### src/rtl/logic_net_sched.sv
// Scheduled, multi-cycle evaluation of the 5-input/2-output logic network over WIDTH-bit vectors.
// Build option LOGIC_NET_CHAIN_EN chains two logic levels per step (3 steps instead of 6).
//
// state | meaning
// IDLE  | waiting for start; operands latched on accept
// C1-C6 | one schedule step each (C1-C3 only with LOGIC_NET_CHAIN_EN)
// DONE  | one-cycle done pulse, then back to IDLE
module logic_net_sched #(
  parameter int WIDTH = 8,
  parameter int CNT_W = 8
) (
  input  logic             clk,
  input  logic             rst,
  input  logic             start,
  input  logic [WIDTH-1:0] a,
  input  logic [WIDTH-1:0] b,
  input  logic [WIDTH-1:0] c,
  input  logic [WIDTH-1:0] d,
  input  logic [WIDTH-1:0] e,
  output logic             busy,
  output logic             done,
  output logic [WIDTH-1:0] o,
  output logic [WIDTH-1:0] p,
  output logic [CNT_W-1:0] jobs
);

`ifdef LOGIC_NET_CHAIN_EN
  typedef enum logic [2:0] {IDLE, C1, C2, C3, DONE} state_t;
  localparam state_t LAST = C3;
`else
  typedef enum logic [2:0] {IDLE, C1, C2, C3, C4, C5, C6, DONE} state_t;
  localparam state_t LAST = C6;
`endif

  state_t state, state_next;

  logic [WIDTH-1:0] ra, rb, rc, rd, re;
  logic [WIDTH-1:0] h, j, k;

  always_ff @(posedge clk or posedge rst) begin
    if (rst) state <= IDLE;
    else     state <= state_next;
  end

  always_comb begin
    state_next = state;
    case (state)
      IDLE: if (start) state_next = C1;
`ifdef LOGIC_NET_CHAIN_EN
      C1:   state_next = C2;
      C2:   state_next = C3;
      C3:   state_next = DONE;
`else
      C1:   state_next = C2;
      C2:   state_next = C3;
      C3:   state_next = C4;
      C4:   state_next = C5;
      C5:   state_next = C6;
      C6:   state_next = DONE;
`endif
      DONE: state_next = IDLE;
      default: state_next = IDLE;
    endcase
  end

  assign busy = (state != IDLE) && (state != DONE);
  assign done = (state == DONE);

  always_ff @(posedge clk or posedge rst) begin
    if (rst) begin
      ra <= '0;
      rb <= '0;
      rc <= '0;
      rd <= '0;
      re <= '0;
    end else if (state == IDLE && start) begin
      ra <= a;
      rb <= b;
      rc <= c;
      rd <= d;
      re <= e;
    end
  end

  always_ff @(posedge clk or posedge rst) begin
    if (rst) jobs <= '0;
    else if (state == LAST && jobs != '1) jobs <= jobs + 1'b1;
  end

`ifdef LOGIC_NET_CHAIN_EN
  // Chained levels are combinational within a step; only step boundaries are registered.
  logic [WIDTH-1:0] f_w, g_w, i_w, l_w;
  assign f_w = ra | rb;
  assign g_w = rb & rd;
  assign i_w = rc | h;
  assign l_w = rd & re & k;

  always_ff @(posedge clk or posedge rst) begin
    if (rst) begin
      h <= '0;
      j <= '0;
      k <= '0;
      o <= '0;
      p <= '0;
    end else begin
      case (state)
        C1: begin
          h <= f_w | g_w;
          j <= re | f_w | g_w;
        end
        C2: k <= i_w & j;
        C3: begin
          p <= ~k;
          o <= ~l_w;
        end
        default: ;
      endcase
    end
  end
`else
  logic [WIDTH-1:0] f, g, i, l;

  always_ff @(posedge clk or posedge rst) begin
    if (rst) begin
      f <= '0;
      g <= '0;
      h <= '0;
      i <= '0;
      j <= '0;
      k <= '0;
      l <= '0;
      o <= '0;
      p <= '0;
    end else begin
      case (state)
        C1: begin
          f <= ra | rb;
          g <= rb & rd;
        end
        C2: begin
          h <= f | g;
          j <= re | f | g;
        end
        C3: i <= rc | h;
        C4: k <= i & j;
        C5: begin
          l <= rd & re & k;
          p <= ~k;
        end
        C6: o <= ~l;
        default: ;
      endcase
    end
  end
`endif

endmodule

### config.mk
export PLATFORM = sky130hd
export DESIGN_NAME = logic_net_sched
export DESIGN_NICKNAME = d
export VERILOG_FILES = /design/src/rtl/logic_net_sched.sv
export SDC_FILE = /design/constraint.sdc
export NUM_CORES = 1
export LEC_CHECK = 0
export ABC_AREA = 1
export BUFFER_PORTS_ARGS = -buffer_cell sky130_fd_sc_hd__buf_2
export CORE_MARGIN = 8
export CORE_UTILIZATION = 55
export DETAILED_ROUTE_END_ITERATION = 10
export HOLD_SLACK_MARGIN = 0.15
export PLACE_DENSITY = 0.81
export SYNTH_ARGS = -nofsm -noshare
export SYNTH_HDL_FRONTEND = slang
export SYNTH_SLANG_ARGS = --single-unit
### constraint.sdc
create_clock -name clk -period 5.5 [get_ports clk]
set_input_delay 1.1 -clock clk [delete_from_list [all_inputs] [get_ports clk]]
set_output_delay 1.1 -clock clk [all_outputs]
set_load 0.05 [all_outputs]
After elaboration in Yosys (flattened, before gate mapping)
Index checks and enable logic that the tools add are counted.

Bits in registers: 123. Input port bits: 43. Logic and storage cells: 45.

Add/sub/neg operators: 1. Equality and inequality tests: 10. Muxes and demuxes: 2. Bitwise operators: 11. Reductions and logical operators: 5.

Operators by type and width (number): $or A8 B8 Y8 (5); $and A8 B8 Y8 (4); $pmux W3 S8 (1); $not A8 Y8 (2); $eq A3 B3 Y1 const B (4); $add A8 B1 Y8 const B (1); $ne A8 B8 Y1 const B (1); $eq A3 B2 Y1 const B (2); $eq A3 B1 Y1 const B (1); $logic_and A1 B1 Y1 (3); $logic_not A3 Y1 (1); $mux W3 (1); $ne A3 B3 Y1 const B (1); $reduce_bool A3 Y1 (1); $ne A2 B2 Y1 const B (1).

Logic depth before layout (Yosys ltp)
Gate-level depths: netlist (run 1).

Word-level depth: 2. Gate-level depth with buffers: 8.

Worst setup path after synthesis (run 1)
Ideal clock, no wire load.

Kind: register to output. Start: register state[2]. End: output busy. Data arrival time: 1632 ps. Required time: 4400 ps. Path slack: 2768 ps. Stages on the path, launching flop included: 2. Path buffers: 0. Cell sequence: dfrtp_1 o21ai_0.

Longest elaborated chain between the ends: 2. Elaborated cells between the ends (all ways): 3. Classes of those cells: eq/ne (1); reduce/logical (2).

RTL lines: start, declared (RTL line 35) `state_t state, state_next;`; start signal, assigned (RTL line 42) `else state <= state_next;`; $ne A3 B3 Y1 or $reduce_bool A3 Y1 (tied branches) (RTL line 66) `assign busy = (state != IDLE) && (state != DONE);`; $logic_and A1 B1 Y1 (*) (RTL line 66); end, declared (RTL line 20) `output logic busy,`.

Mark *: on every way between the ends. The rest lies on a longest branch, timed or not.

Worst setup path after layout (run 1)
Start: register state[2]. End: output done.

Longest elaborated chain between the ends: 1.

RTL lines: $eq A3 B3 Y1 (RTL line 67) `assign done = (state == DONE);`; end, declared (RTL line 21) `output logic done,`.

Every way passes these cells.

==> key figures, run 1 <==
Synth
  – Yosys reg bits: approximately 120
  – Multiplexer area fraction after synthesis: 0%
  – Post-Syn Area per Cell: 9.19 µm²
  – Synth Area in Simple Gates: 17.9%
  – Synth warnings: 0
  – Synthesized area: 5070 µm²
  – Xor/xnor share of the synthesized area: 0.518%
  – Post-synthesis cell count: 552
  – Seq/Total Area, Yosys: 60.7%
  – Compound-Gate Fraction of Synth Area: 12.2%
  – Count of cell types in the netlist: 25
  – Adder-cell share of the synthesized area: 0.247%
  – Largest family of logic cells by synthesized area: simple AND/OR/NAND/NOR gates
  – Synthesized net count: 596

Clock tree
  – CTS clock-pin slew for the worst setup and hold paths: ~0.060 ns
  – Longest Clk Path Bufs: 2
  – Worst skew pair latency: 0.51 ns
  – Post-CTS setup buffers: 0
  – CTS sink count: 123
  – Clk root buf: clkbuf_8
  – Clock buffer count from CTS: 17
  – Post-CTS Resized: 0
  – Htree depth: 4
  – Hold_buf cts: 0
  – CTS tree: done

Floorplanning
  – Row cnt: 35
  – Io pins: 69
  – Die area: 12600 µm²
  – Die Ht: 112 µm
  – Starting Density: between 50% and 60%
  – Die Wd: 112 µm
  – Core area: slightly above 9000 µm²

Global route
  – Global-route wire length before repair: 17.6 mm
  – Vias in the first global route: 3828
  – Total Routing Usage GR: 17.4%
  – Antenna violations before repair: 0
  – Largest net degree at the start of global routing: 81
  – Grt ovf: 0

Critical path
  – Worst Setup Start Kind: flop
  – Crit path from: state[2]$_DFFE_PP0P_
  – R2R Setup Slk: 3.79 ns
  – CP endpoint kind: output port
  – Critical R2R Capture: rd[1]$_DFFE_PP0P_
  – Reg2reg path depth: 4
  – RR Startpoint: state[2]$_DFFE_PP0P_
  – Crit path arrival time: 1.64 ns
  – Crit path kind: flop to output port
  – Req. time, crit path: 4.40 ns
  – Setup crit end: done
  – Max FO, Critical Path: 14

Detailed routing
  – Post-DR wirelength/cell: 13.8 µm
  – Number of DRC markers in iteration 0: 217
  – DR vias/cell: 5.07
  – DRC viols: 0
  – Post-route ant nets: 0
  – DR vias: roughly 3.8k
  – DRT Wirelength: 10.3 mm
  – DRT Pass-1 Iters: 5

STA
  – WHS: about 0.46 ns
  – Unrepaired setup endpoints after global routing: no
  – Period Utilization, post-route: ~50%
  – Slew of the pin with the lowest slew margin: 0.928 ns
  – Clock skew: 0.00924 ns
  – Final setup TNS: 0 ns
  – FMAX: roughly 360 MHz
  – Setup WS post-layout: 2.76 ns
  – Post-route minimum period: 2.74 ns
  – Final setup fails: 0
  – Final Max Tran Viols: 0
  – Slew Limit Headroom: 38.1%
  – Endpoints failing hold: 0

Flow run
  – Number of max-cap violations: 0

Finish
  – P&R area growth vs syn: 18.2%
  – Antenna cells: 0
  – Design Area, Final: 6000 µm²
  – Share of cells above drive strength 1: a little under 20%
  – Final Net Count: 668

Placed design
  – Final GP Congestion: 0.775
  – HPWL Detailed: between 6 and 7 mm
  – I/O Buffers: between 60 and 70
  – Post-Place Setup Slack: 2.97 ns
  – Placed instance area: between 5000 and 6000 µm²

Worst hold path
  – Tightest Hold Check Type: flop to flop

Power
  – P per Cell Area: 616 nW/µm²
  – Max VDD drop: 0.282 mV
  – Leak: a little over 3 nW

Run status
  – Status: finished clean
metrics by stage:
step	power (mW)	utilization [%]	cells
after floorplan	2.40	-	552
after global placement	2.60	59.8	716
after detailed placement	2.66	59.8	716
after CTS	3.72	65.9	747
after global routing	3.94	65.9	747
final	3.69	65.9	747
critical path, cell delays in order (launching register included):
cell     delay [ns]
dfrtp_1        0.56
inv_4          0.18
nor2_1         0.12
buf_2          0.26
synth_stat cells:
cell type	count	share of area [%]
nand3_2	3	0.59
nand4_1	1	0.12
buf_2	10	0.99
nand3_1	27	2.7
buf_6	7	1.6
nand2_1	157	12
o21ai_2	5	0.86
ha_1	1	0.25
inv_4	1	0.12
inv_1	73	5.4
inv_2	3	0.22
o21a_1	7	1.0
o21ai_1	14	1.4
nor2_4	3	0.67
dfrtp_1	123	61
xnor2_1	1	0.17
nor3_4	1	0.32
clkbuf_2	1	0.099
o31ai_1	1	0.15
nor2_1	17	1.3
xor2_1	2	0.35
o21ai_0	89	8.8
clkinv_1	1	0.074
nand2_2	2	0.25
nand2_4	2	0.44
cell families after synthesis:
family | count (synthesis)
AOI/OAI and AO/OA | 116
and+or+nand+nor | 213
adders and majority gates | 1
buffers and inverters | 96
xor gates and xnor gates | 3
DFF | 123
routing by layer:
layer  GRT usage [%]  vias to the layer above  wire length (µm)
li1                -                     1889                 -
met1            21.4                     1794              4850
met2            27.7                       96              4850
met3            6.07                       12               492
met4            6.56                        0               110
met5               0                        -                 0
power by group:
part	switching [mW]	internal (mW)	total, mW
Sequential	0.247	1.28	1.52
Combinational	0.821	0.322	1.14
Clock	0.379	0.646	1.03
how the worst min path moves through the flow:
stage	cells past startpoint	endpoint	from
after global placement	1	o[7]$_DFFE_PP0P_	l[7]$_DFFE_PP0N_
after detailed placement	1	o[7]$_DFFE_PP0P_	l[7]$_DFFE_PP0N_
final	1	o[2]$_DFFE_PP0P_	l[2]$_DFFE_PP0N_
after CTS	1	o[2]$_DFFE_PP0P_	l[2]$_DFFE_PP0N_
after floorplan	1	o[2]$_DFFE_PP0P_	l[2]$_DFFE_PP0N_
after global routing	2	h[2]$_DFFE_PP0P_	h[2]$_DFFE_PP0P_
final cells by class:
type | instances | area (µm²)
Fill cell | 724 | 3110
Clock buffer | 18 | 428
Clock inverter | 13 | 128
Sequential cell | 123 | 3080
Multi-Input combinational cell | 333 | 1570
Timing Repair Buffer | 71 | 363
Inverter | 78 | 298
Tap cell | 111 | 139
placed cells by master (no fill, tap or decap), drive strengths merged:
cell type,Yosys,final
buf,17,71
bufinv,0,2
clkbuf,1,18
clkinv,1,7
clkinvlp,0,5
dfrtp,123,123
ha,1,1
inv,77,77
nand2,161,161
nand3,30,30
nand4,1,1
nor2,20,20
nor3,1,1
o21a,7,7
o21ai,108,108
o31ai,1,1
xnor2,1,1
xor2,2,2
No activity file was read; power rests on OpenSTA's default activity.
==> run 2, diff against run 1 <==
--- a/config.mk
+++ b/config.mk
@@ -5,7 +5,7 @@
 export SDC_FILE = /design/constraint.sdc
 export NUM_CORES = 1
 export LEC_CHECK = 0
-export ABC_AREA = 1
+export ABC_AREA = 0
 export BUFFER_PORTS_ARGS = -buffer_cell sky130_fd_sc_hd__buf_2
 export CORE_MARGIN = 8
 export CORE_UTILIZATION = 55
==> constraint.sdc (replaced) <==
create_clock -name clk -period 2.6 [get_ports clk]
set_input_delay 0.52 -clock clk [delete_from_list [all_inputs] [get_ports clk]]
set_output_delay 0.52 -clock clk [all_outputs]
set_load 0.05 [all_outputs]
==> key figures, run 2 <==
Run status
  – Status: finished clean

Power
  – Switching Fraction: 37.3% (-1.9 points)
  – Sw power: 3.24 mW (+120%)
  – Clk pwr share: 27.8% (about the same)
  – Flop pwr share: 41.3% (about the same)
  – Pint: 5.45 mW (+140%)
  – Comb power frac: 30.9% (about the same)
  – Total power draw: 8.69 mW (+140%)
  – Max VDD drop: 0.596 mV (+110%)
  – P per Cell Area: 1460 nW/µm² (+140%)
  – Leak: 2.78 nW (-9.9%)

Flow run
  – Number of max-cap violations: 0 (unchanged)

Synth
  – Synthesized area: 4960 µm² (-2.3%)
  – Share of the synthesized area in the top cell type: 62.1% (+1.4 points)
  – Largest area contributor in the netlist: dfrtp_1
  – Commonest cells post-synth: dfrtp_1, nand2_1, nor2_1, o21ai_0, mux2_2
  – Seq/Total Area, Yosys: 62.1% (+1.4 points)
  – Yosys reg bits: 123 (unchanged)
  – Post-synth top flop: dfrtp_1
  – Top cells by area, synth: dfrtp_1, mux2_2, nand2_1
  – EDFF count, synth: 0 (unchanged)
  – Synthesized net count: 474 (-20%)
  – Synth warnings: 0 (unchanged)
  – Top-count cell post-synth: dfrtp_1
  – Count of cell types in the netlist: 37 (+48%)
  – Post-Syn Area per Cell: 11.5 µm² (+25%)
  – Post-synthesis cell count: 430 (-22%)
  – Fraction of registers with async set/reset: 100% (unchanged)

Global route
  – Global-route wire length before repair: 17.1 mm (-3.1%)
  – Vias in the first global route: 3530 (-7.8%)
  – Antenna violations before repair: 0 (unchanged)
  – Grt ovf: 0 (unchanged)
  – Largest net degree at the start of global routing: 59 (-27%)
  – Total Routing Usage GR: 17.1% (-0.25 points)

Detailed routing
  – DRT Wirelength: 10.0 mm (-2.6%)
  – DRC viols: 0 (unchanged)
  – DR vias: 3418 (-9.8%)
  – DRT Pass-1 Iters: 4 (-1)
  – Number of DRC markers in iteration 0: 183 (-16%)
  – Post-DR wirelength/cell: 16.1 µm (+17%)
  – Post-route ant nets: 0 (unchanged)
  – DR vias/cell: 5.49 (+8.1%)

Clock tree
  – Longest Clk Path Bufs: 2 (unchanged)
  – CTS sink count: 123 (unchanged)
  – CTS tree: done
  – Clk root buf: clkbuf_8
  – Htree depth: 4 (unchanged)
  – Clock buffer count from CTS: 17 (unchanged)
  – CTS clock-pin slew for the worst setup and hold paths: 0.06 ns (about the same)
  – Worst skew pair latency: 0.52 ns (about the same)

Floorplanning
  – Starting Density: 56.9% (+1.1 points)
  – Io pins: 69 (unchanged)
  – Die Ht: 111 µm (-0.99%)
  – Row cnt: 34 (-2.9%)
  – Die area: 12300 µm² (-2.0%)
  – Core area: 8720 µm² (-4.3%)
  – Die Wd: 111 µm (-0.99%)

Worst hold path
  – WHS Path Cells: 2 (+1)
  – HP Start: b[1]
  – Tightest Hold Check Type: input port to flop

STA
  – Final setup fails: 0 (unchanged)
  – Endpoints failing hold: 0 (unchanged)
  – WHS: 0.227 ns (-0.228 ns)
  – Unrepaired setup endpoints after global routing: no
  – Slew Limit Headroom: 32.2% (-5.9 points)
  – Clock skew: 0.00742 ns (-0.00182 ns)
  – Final Max Tran Viols: 0 (unchanged)
  – Final setup TNS: 0 ns (unchanged)
  – Post-route minimum period: 2.25 ns
  – Slew of the pin with the lowest slew margin: 1.02 ns (+0.0885 ns)
  – Period Utilization, post-route: 86.5%
  – FMAX: approximately 440 MHz

Finish
  – Finished Core Util: 68.3% (+2.4 points)
  – Leading cell type in the layout, fill and taps excluded: dfrtp_1
  – Design Area, Final: 5960 µm² (-0.73%)
  – Most frequent cells in the layout: dfrtp_1, nand2_1, buf_2, nor2_1, o21ai_0
  – P&R area growth vs syn: 20.1%
  – Share of cells above drive strength 1: 29.9% (+11 points)
  – Final Net Count: 546 (-18%)
  – Antenna cells: 0 (unchanged)

Critical path
  – Crit path from: state[2]$_DFFE_PP0P_
  – RR Startpoint: state[0]$_DFFE_PP0P_
  – Crit path arrival time: 1.73 ns (+0.09 ns)
  – CP endpoint kind: output port
  – Max FO, Critical Path: 12 (-2)
  – Reg2reg path depth: 3 (-1)
  – Req. time, crit path: 2.08 ns (-2.32 ns)
  – Crit path kind: flop to output port
  – Worst Setup Start Kind: flop

Placed design
  – I/O Buffers: 68 (unchanged)
  – Placed instance area: 5330 µm² (-2.1%)
  – HPWL Detailed: 6.56 mm (-4.3%)
  – Final GP Congestion: 0.775 (about the same)
run 2: cell types whose count changed after synthesis, sizes merged, moves of 3 or more:
| cell | previous run | this run |
|---|---|---|
| nand2 | 161 | 76 |
| inv | 77 | 2 |
| o21ai | 108 | 58 |
| mux2 | 0 | 42 |
| nor2 | 20 | 43 |
| nand3 | 30 | 11 |
| a21oi | 0 | 18 |
| nor3 | 1 | 11 |
| o21a | 7 | 1 |
| nand3b | 0 | 3 |
run 2: repair_timing:
action / 4_1_cts / 5_1_grt
setup buffers: 0 / 0
hold buffers: 1 / 0
gates resized for setup: 0 / 0
endpoints found under the hold margin: 27 / 0
run 2: worst max-delay path, stage by stage (launching register included):
cell and delay [ns]:
dfrtp_1 0.55, and3_2 0.31, nor2_1 0.09, buf_2 0.26
run 2: path summary, 6_finish.rpt:
path	endpoint	slack [ns]
worst min-delay path	rb[1]$_DFFE_PP0P_	0.23
worst min register to register	o[1]$_DFFE_PP0P_	0.46
max in group asynchronous	g[0]$_DFFE_PP0P_	1.26
worst max-delay path	busy	0.35
min in group asynchronous	g[5]$_DFFE_PP0P_	0.64
worst max register to register	f[1]$_DFFE_PP0P_	0.63
run 2: stage by stage:
stage               cells  setup WS (ns)
finish                623          0.352
global route          623          0.262
CTS                   623          0.331
detailed placement    590          0.631
global placement      590          0.742
floorplan             430          0.518
run 2: final cells by class:
type	count	area, µm²
Clock buffer	20	445
Tap cell	108	135
Multi-Input combinational cell	284	1700
Timing Repair Buffer	74	413
Sequential cell	123	3080
Fill cell	609	2760
Clock inverter	12	170
Inverter	2	11.3
run 2: kinds of logic (layout without fill, tap and decap cells):
kind of cell / Yosys count / count (layout) / share of synthesized area, %
fa+ha+maj: 1 / 1 / 0.252
xor+xnor: 3 / 3 / 0.530
buf+inv: 23 / 108 / 3.56
flops: 123 / 123 / 62.1
mux: 43 / 43 / 10.6
simple gates: 155 / 155 / 14.4
compound gates: 82 / 82 / 8.66
run 2: routing by layer:
layer / part of all wire, % / up-vias / track usage (%)
met5: 0 / - / 0
met3: 5.6 / 14 / 5.90
met1: 46 / 1683 / 21.5
met2: 47 / 98 / 26.2
li1: - / 1623 / -
met4: 1.6 / 0 / 7.48
run 2: power by group through the flow:
stage	Clock [mW]	Sequential (mW)	Combinational, mW
finish	2.41	3.59	2.69
CTS	2.43	3.59	2.73
global route	2.53	3.72	2.97
floorplan	0	3.90	1.76
global placement	0	3.54	2.55
detailed placement	0	3.60	2.66
